## config.mk

```make
export PLATFORM = sky130hd
export DESIGN_NAME = simon_host_if
export DESIGN_NICKNAME = d
export VERILOG_FILES = /design/src/rtl/simon_host_if.sv
export SDC_FILE = /design/constraint.sdc
export NUM_CORES = 1
export LEC_CHECK = 0
export BUFFER_PORTS_ARGS = -buffer_cell sky130_fd_sc_hd__buf_2
export CORE_UTILIZATION = 56
export CTS_CLUSTER_DIAMETER = 150
export CTS_CLUSTER_SIZE = 16
export DETAILED_ROUTE_END_ITERATION = 12
export PLACE_DENSITY = 0.85
export SLEW_MARGIN = 20
export SYNTH_ARGS = -nofsm -noshare
export SYNTH_HDL_FRONTEND = slang
export SYNTH_SLANG_ARGS = --single-unit
```

## constraint.sdc

```tcl
create_clock -name clk -period 4.8 [get_ports clk]
set_clock_uncertainty 0.1 [all_clocks]
set_input_delay 0.96 -clock clk [delete_from_list [all_inputs] [get_ports clk]]
set_output_delay 0.96 -clock clk [all_outputs]
set_load 0.02 [all_outputs]
```

## src/rtl/simon_host_if.sv

```systemverilog
// simon_host_if: word-serial valid/ready front end that assembles key/data words
// for the SIMON core and streams its two-word result back to the host.
module simon_host_if #(
    parameter int N = 16,
    parameter int M = 4
) (
    input  logic             clk,
    input  logic             nR,
    input  logic             in_valid,
    output logic             in_ready,
    input  logic             in_sel,
    input  logic             in_mode,
    input  logic [N-1:0]     in_word,
    output logic             out_valid,
    input  logic             out_ready,
    output logic [N-1:0]     out_word,
    output logic             newKEY,
    output logic             newDATA,
    output logic             enc_dec,
    output logic [M*N-1:0]   KEY,
    output logic [2*N-1:0]   inDATA,
    input  logic             loadKEY,
    input  logic             loadDATA,
    input  logic             doneDATA,
    input  logic [2*N-1:0]   outDATA,
    output logic             readDATA
);
    localparam int KW = (M > 1) ? $clog2(M) : 1;

    typedef enum logic [1:0] {COLLECT, KWAIT, DWAIT, BUSY} in_state_t;
    typedef enum logic [1:0] {EMPTY, SEND_HI, SEND_LO} out_state_t;

    in_state_t      st;
    out_state_t     ost;
    logic [KW-1:0]  kcnt;
    logic           dcnt;
    logic           key_loaded;
    logic [2*N-1:0] result;
    logic           accept;
    logic           capture;

    // Key and data frames may not interleave; data also needs a loaded key.
    assign in_ready = (st == COLLECT) &&
                      (in_sel ? !dcnt : (key_loaded && kcnt == '0));
    assign accept   = in_valid && in_ready;
    assign capture  = (ost == EMPTY) && doneDATA && !readDATA;

    assign out_valid = (ost != EMPTY);
    assign out_word  = (ost == SEND_HI) ? result[2*N-1:N] :
                       (ost == SEND_LO) ? result[N-1:0] : '0;

    always_ff @(posedge clk or negedge nR) begin
        if (!nR) begin
            st         <= COLLECT;
            kcnt       <= '0;
            dcnt       <= 1'b0;
            key_loaded <= 1'b0;
            newKEY     <= 1'b0;
            newDATA    <= 1'b0;
            enc_dec    <= 1'b0;
            KEY        <= '0;
            inDATA     <= '0;
        end else begin
            case (st)
                COLLECT: if (accept) begin
                    if (in_sel) begin
                        KEY[(M-1-int'(kcnt))*N +: N] <= in_word;
                        if (kcnt == KW'(M-1)) begin
                            kcnt   <= '0;
                            newKEY <= 1'b1;
                            st     <= KWAIT;
                        end else begin
                            kcnt <= kcnt + 1'b1;
                        end
                    end else if (!dcnt) begin
                        inDATA[2*N-1:N] <= in_word;
                        enc_dec         <= in_mode;
                        dcnt            <= 1'b1;
                    end else begin
                        inDATA[N-1:0] <= in_word;
                        dcnt          <= 1'b0;
                        newDATA       <= 1'b1;
                        st            <= DWAIT;
                    end
                end
                KWAIT: if (loadKEY) begin
                    newKEY     <= 1'b0;
                    key_loaded <= 1'b1;
                    st         <= COLLECT;
                end
                DWAIT: if (loadDATA) begin
                    newDATA <= 1'b0;
                    st      <= BUSY;
                end
                BUSY: if (capture) st <= COLLECT;
                default: st <= COLLECT;
            endcase
        end
    end

    // Results stay pending in the core while a previous result is streaming.
    always_ff @(posedge clk or negedge nR) begin
        if (!nR) begin
            ost      <= EMPTY;
            result   <= '0;
            readDATA <= 1'b0;
        end else begin
            readDATA <= capture;
            case (ost)
                EMPTY: if (capture) begin
                    result <= outDATA;
                    ost    <= SEND_HI;
                end
                SEND_HI: if (out_ready) ost <= SEND_LO;
                SEND_LO: if (out_ready) ost <= EMPTY;
                default: ost <= EMPTY;
            endcase
        end
    end
endmodule
```

Yosys cells after proc, flatten, opt, wreduce, memory -nomap -nowiden --
Cells that the tools add are included.
Operators by class: add/subtract/negate cells 3, equal/unequal tests 19, shifts and indexed selects 2, muxes and demuxes 28, bitwise gates (word level) 2, reductions and logical operators 23
Operators with widths (number):
- 64-bit bitwise mux | 1
- 16-bit by 33-bit variable shift with 64-bit output, first input constant | 1
- 16-bit by 33-bit variable part select with 64-bit output | 1
- 7-bit negation with 33-bit output | 1
- 16-bit two-way mux | 2
- 2-bit two-way mux | 11
- 2-bit inequality test, second input constant | 10
- 1-bit two-way mux | 10
- 5-bit AND reduction | 2
- 3-bit AND reduction | 3
- 2-bit equality test, second input constant | 4
- 2-bit case mux with 4 select lines | 1
- 4-bit AND reduction | 2
- 2-bit logical NOT | 3
- 2-bit case mux with 3 select lines | 1
- 6-bit AND reduction | 1
- 2-bit nonzero test | 3
- 1-bit logical AND | 5
- 2-bit by 1-bit equality test with 1-bit output, second input constant | 2
- 1-bit case mux with 2 select lines | 2
- 2-bit AND reduction | 2
- 3-bit by 2-bit inequality test with 1-bit output, second input constant | 1
- 3-bit inequality test, second input constant | 1
- 2-bit by 2-bit subtractor with 3-bit output, first input constant | 1
- 4 further kinds | 6
Word-level totals: bits in registers 140, input bits 57, output and inout bits 118, logic and storage cells 90

Longest topological paths before layout --
word-level depth 7, gate-level depth with buffers 7, depth with buffers taken out 5

Least setup slack after synthesis --
Ideal clock, no wire load.
path kind in2out, start point input in_sel, end point output in_ready, data arrival time 1.727 ns, data required time 3.740 ns, path slack 2.013 ns, stages on the path 2, buffers on the path 0, cells stage by stage mux2_2 > nor3_1
On the way: longest elaborated chain between the ends 2
Ends and longest elaborated chain:
- start, declared | RTL line 11 | input logic in_sel,
- 1-bit two-way mux | RTL line 44 | (in_sel ? !dcnt : (key_loaded && kcnt == '0));
- 1-bit logical AND | RTL line 43 | assign in_ready = (st == COLLECT) &&
- end, declared | RTL line 10 | output logic in_ready,
Every way passes these cells.

Final worst setup path --
start point register kcnt[0], end point output in_ready
On the way: longest elaborated chain between the ends 4
Ends and longest elaborated chain:
- start, declared | RTL line 35 | logic [KW-1:0] kcnt;
- start signal, assigned | RTL line 73 | kcnt <= kcnt + 1'b1;
- 2-bit logical NOT | RTL line 44
- 1-bit logical AND | RTL line 44
- 1-bit two-way mux | RTL line 44
- 1-bit logical AND | RTL line 43
Every way passes these cells.

==> summary.md <==
| Metric | Value |
|---|---|
| Outcome | completed |
| Hold/Removal Path Class | flip-flop to flip-flop |
| Die Y | 105 um |
| Area of the core | 10,300 sq um |
| TritonCTS clock tree | done |
| PD cells | 728 nW/um^2 |
| Req. time, crit path | 3.74 ns |
| Max-slew headroom | 0.270 |
| EDFF count, synth | 0 |
| Avg Inst Size Synth | 11.8 sq um |
| Sink of the worst hold path | newKEY$_DFFE_PN0P_ |
| Fin crit share | 0.652 |
| Hold_sp | newKEY$_DFFE_PN0P_ |
| Top_reg_cell synth | dfrtp_1 |
| Yosys Warn Count | 0 |
| Crit Reg-Reg Endpoint | inDATA[28]$_DFFE_PN0P_ |
| Final setup viols | 0 |
| Routability congestion estimate from global placement | 0.818 |
| Critical path class | flip-flop to primary output |
| Avg Vias per Cell | 5.77 |
| Seq cells post-synth | 140 |
| Number of global-route vias before repair | 4,771 |
| Sink Count | 140 |
| Drt total wl | 15,500 um |
| Root buf cell | clkbuf_8 |
| CP Capture Type | primary output |
| Violation count after the first detailed-route iteration | 280 |
| WL/cell | 19.1 um |
| # rows | 37 |
| Clock Latency Late Sink | 0.52 ns |
| Fin area | 7420 sq um |
| DP Area | 6860 sq um |
| Syn nets | 569 |
| I/O Pins | 175 |
| Share of cells above drive strength 1 | 0.417 |
| Post-CTS Setup Bufs | 0 |
| Unrepaired setup endpoints after global routing | no |
| Fmax | 319 MHz |
| Post-cts resize count | 0 |
| DRC viols | 0 |
| VDD IR max | 0.000326 V |
| Slowest cell delay on critical path | 0.49 ns |
| Largest net degree at the start of global routing | 122 |
| Non-Filler Instances | 812 |
| Initial antenna violation count | 0 |
| Clk buf depth | 2 |
| Worst Tran Pin Value | 1.09 ns |
| Final-report hold violation count | 0 |
| Post-synthesis sequential area ratio | 0.587 |
| Worst endpoint data arrival time | 2.07 ns |
| Slew Limit Fails | 0 |
| Leakage power | 0.00372 uW |
| RR Startpoint | kcnt[0]$_DFFE_PN0P_ |
| CTS Buf Count | 17 |
| Distinct cells, synth | 35 |
| CP Max Fanout | 10 |
| Initial Utilization | 0.578 |
| Detailed placer's ending HPWL | 10,300 um |
| First-pass GRT wire length | 24,800 um |
| ANT nets after route | 0 |
| Via count | 4,689 |
| Hold buffer count at cts | 0 |
| Die Span X | 105 um |
| Critical path's slowest cell | dfrtp_1 |
| R2R Setup Slk | 2.18 ns |
| Max-cap viol count | 0 |
| Placed Cells | 780 |
| FFs w/ async S/R, synth | 1.00 |
| Tmin final | 3.13 ns |
| CP startpoint kind | flip-flop |
| ANT cells | 0 |
| Clock slew at reported path FFs | 0.06 ns |
| Full die area | 11,100 sq um |
| First-pass detailed-route iteration total | 5 |
| Layout Area Growth over Synthesis | 24.3% |
| Crit-path cells | inv_1 -> ha_1 -> nand2_1 -> mux2_2 -> nor3_1 -> buf_2 |
| Hold depth | 2 |
| FILL cells | 728 |
| Setup_tns | 0 ns |
| Total gr overflow | 0 |
| Worst reg-to-reg path cell count | 5 |
| Total GRT Usage | 0.294 |
| H-tree levels | 4 |
| Nets | 726 |
| Port Buffers | 174 |
| Post-Syn Area | 5970 sq um |
| Gate Count Post-Synth | 506 |
[worst max-delay path by stage]
stage,from,to,cells after the start
finish,kcnt[0]$_DFFE_PN0P_,in_ready,6
global route,kcnt[0]$_DFFE_PN0P_,in_ready,6
CTS,ost[1]$_DFFE_PN0P_,out_word[3],3
detailed placement,in_valid,inDATA[27]$_DFFE_PN0P_,4
global placement,in_valid,inDATA[28]$_DFFE_PN0P_,4
floorplan,in_sel,in_ready,2
[through the flow]
| step | hold WS, ns | power (uW) | util | setup WS, ns |
|---|---|---|---|---|
| after floorplan | 0.381 | 3420 | - | 2.01 |
| after global placement | 0.362 | 4030 | 0.664 | 1.99 |
| after detailed placement | 0.366 | 4150 | 0.665 | 1.90 |
| after CTS | 0.390 | 5410 | 0.718 | 1.41 |
| after global routing | 0.415 | 5680 | 0.719 | 1.57 |
| final | 0.387 | 5400 | 0.719 | 1.67 |
[critical path: cells and delay by family (launching register included)]
kind | cells | cell delay, ns
fa+ha+maj | 1 | 0.22
buf+inv | 2 | 0.35
flops | 1 | 0.49
mux | 1 | 0.26
simple gates | 2 | 0.22
[Yosys cell counts (4+ instances only)]
master / instances / share of area
o21ai_0: 101 / 0.085
dfrtp_1: 140 / 0.59
clkbuf_1: 26 / 0.016
ha_1: 6 / 0.013
nand3_1: 4 / 0.0034
nand2_1: 74 / 0.047
a22o_1: 16 / 0.023
buf_2: 7 / 0.0059
mux2_4: 18 / 0.045
mux2_2: 51 / 0.096
o31ai_1: 17 / 0.021
o21ai_1: 11 / 0.0092
[report_power, final]
part	total (uW)	leakage, uW	switching (uW)	internal (uW)
sequential	1960	0.00181	301	1660
clock	1230	0.000274	466	764
combinational	2210	0.00164	1360	845
total	5400	0.00372	2130	3270
[cell usage in the layout, fill, tap and decap left out, types with 2 or more instances in the layout]
cell type  netlist  final
a22o_1          16     16
and3b_1          2      2
buf_2            7    173
buf_4            0      3
bufinv_16        0      2
clkbuf_1        26      6
clkbuf_16        0     16
clkbuf_8         0      4
clkinv_2         0      4
dfrtp_1        140    140
ha_1             6      6
inv_1            3      3
mux2_2          51     51
mux2_4          18     18
nand2_1         74     74
nand3_1          4      4
nor2_1           2      2
nor2b_2          0      2
nor3b_2          0      2
o21ai_0        101    101
o21ai_1         11     11
o31ai_1         17     17
[cell type report]
| class | count | area (sq um) | share of cell area |
|---|---|---|---|
| Clock buffer | 25 | 464 | 0.0626 |
| Clock inverter | 7 | 88.8 | 0.0120 |
| Inverter | 3 | 11.3 | 0.00152 |
| Multi-Input combinational cell | 324 | 2280 | 0.307 |
| Sequential cell | 140 | 3500 | 0.472 |
| Tap cell | 136 | 170 | 0.0229 |
| Timing Repair Buffer | 177 | 902 | 0.122 |
[state kept, by name (all words and copies together) (netlist names)]
| signal | cells |
|---|---|
| KEY | 64 |
| inDATA | 32 |
| result | 32 |
| kcnt | 2 |
| ost | 2 |
| st | 2 |
| dcnt | 1 |
| enc_dec | 1 |
| key_loaded | 1 |
| newDATA | 1 |
| newKEY | 1 |
| readDATA | 1 |
[cell families after synthesis]
kind of cell | synth area share
flip-flops | 0.587
AND/OR/NAND/NOR | 0.0791
buffers and inverters | 0.0344
AO/OA/AOI/OAI | 0.145
multiplexers | 0.142
adder cells (fa/ha/maj) | 0.0126
[per-layer routing]
layer,GRT usage,vias up,share of wire,wire [um]
met4,0.125,0,0.023,359
met3,0.0519,30,0.047,732
met5,0,-,0,0
met1,0.369,2393,0.41,6320
li1,-,2106,-,-
met2,0.501,160,0.52,8070
No activity file was read; power rests on OpenSTA's default activity.
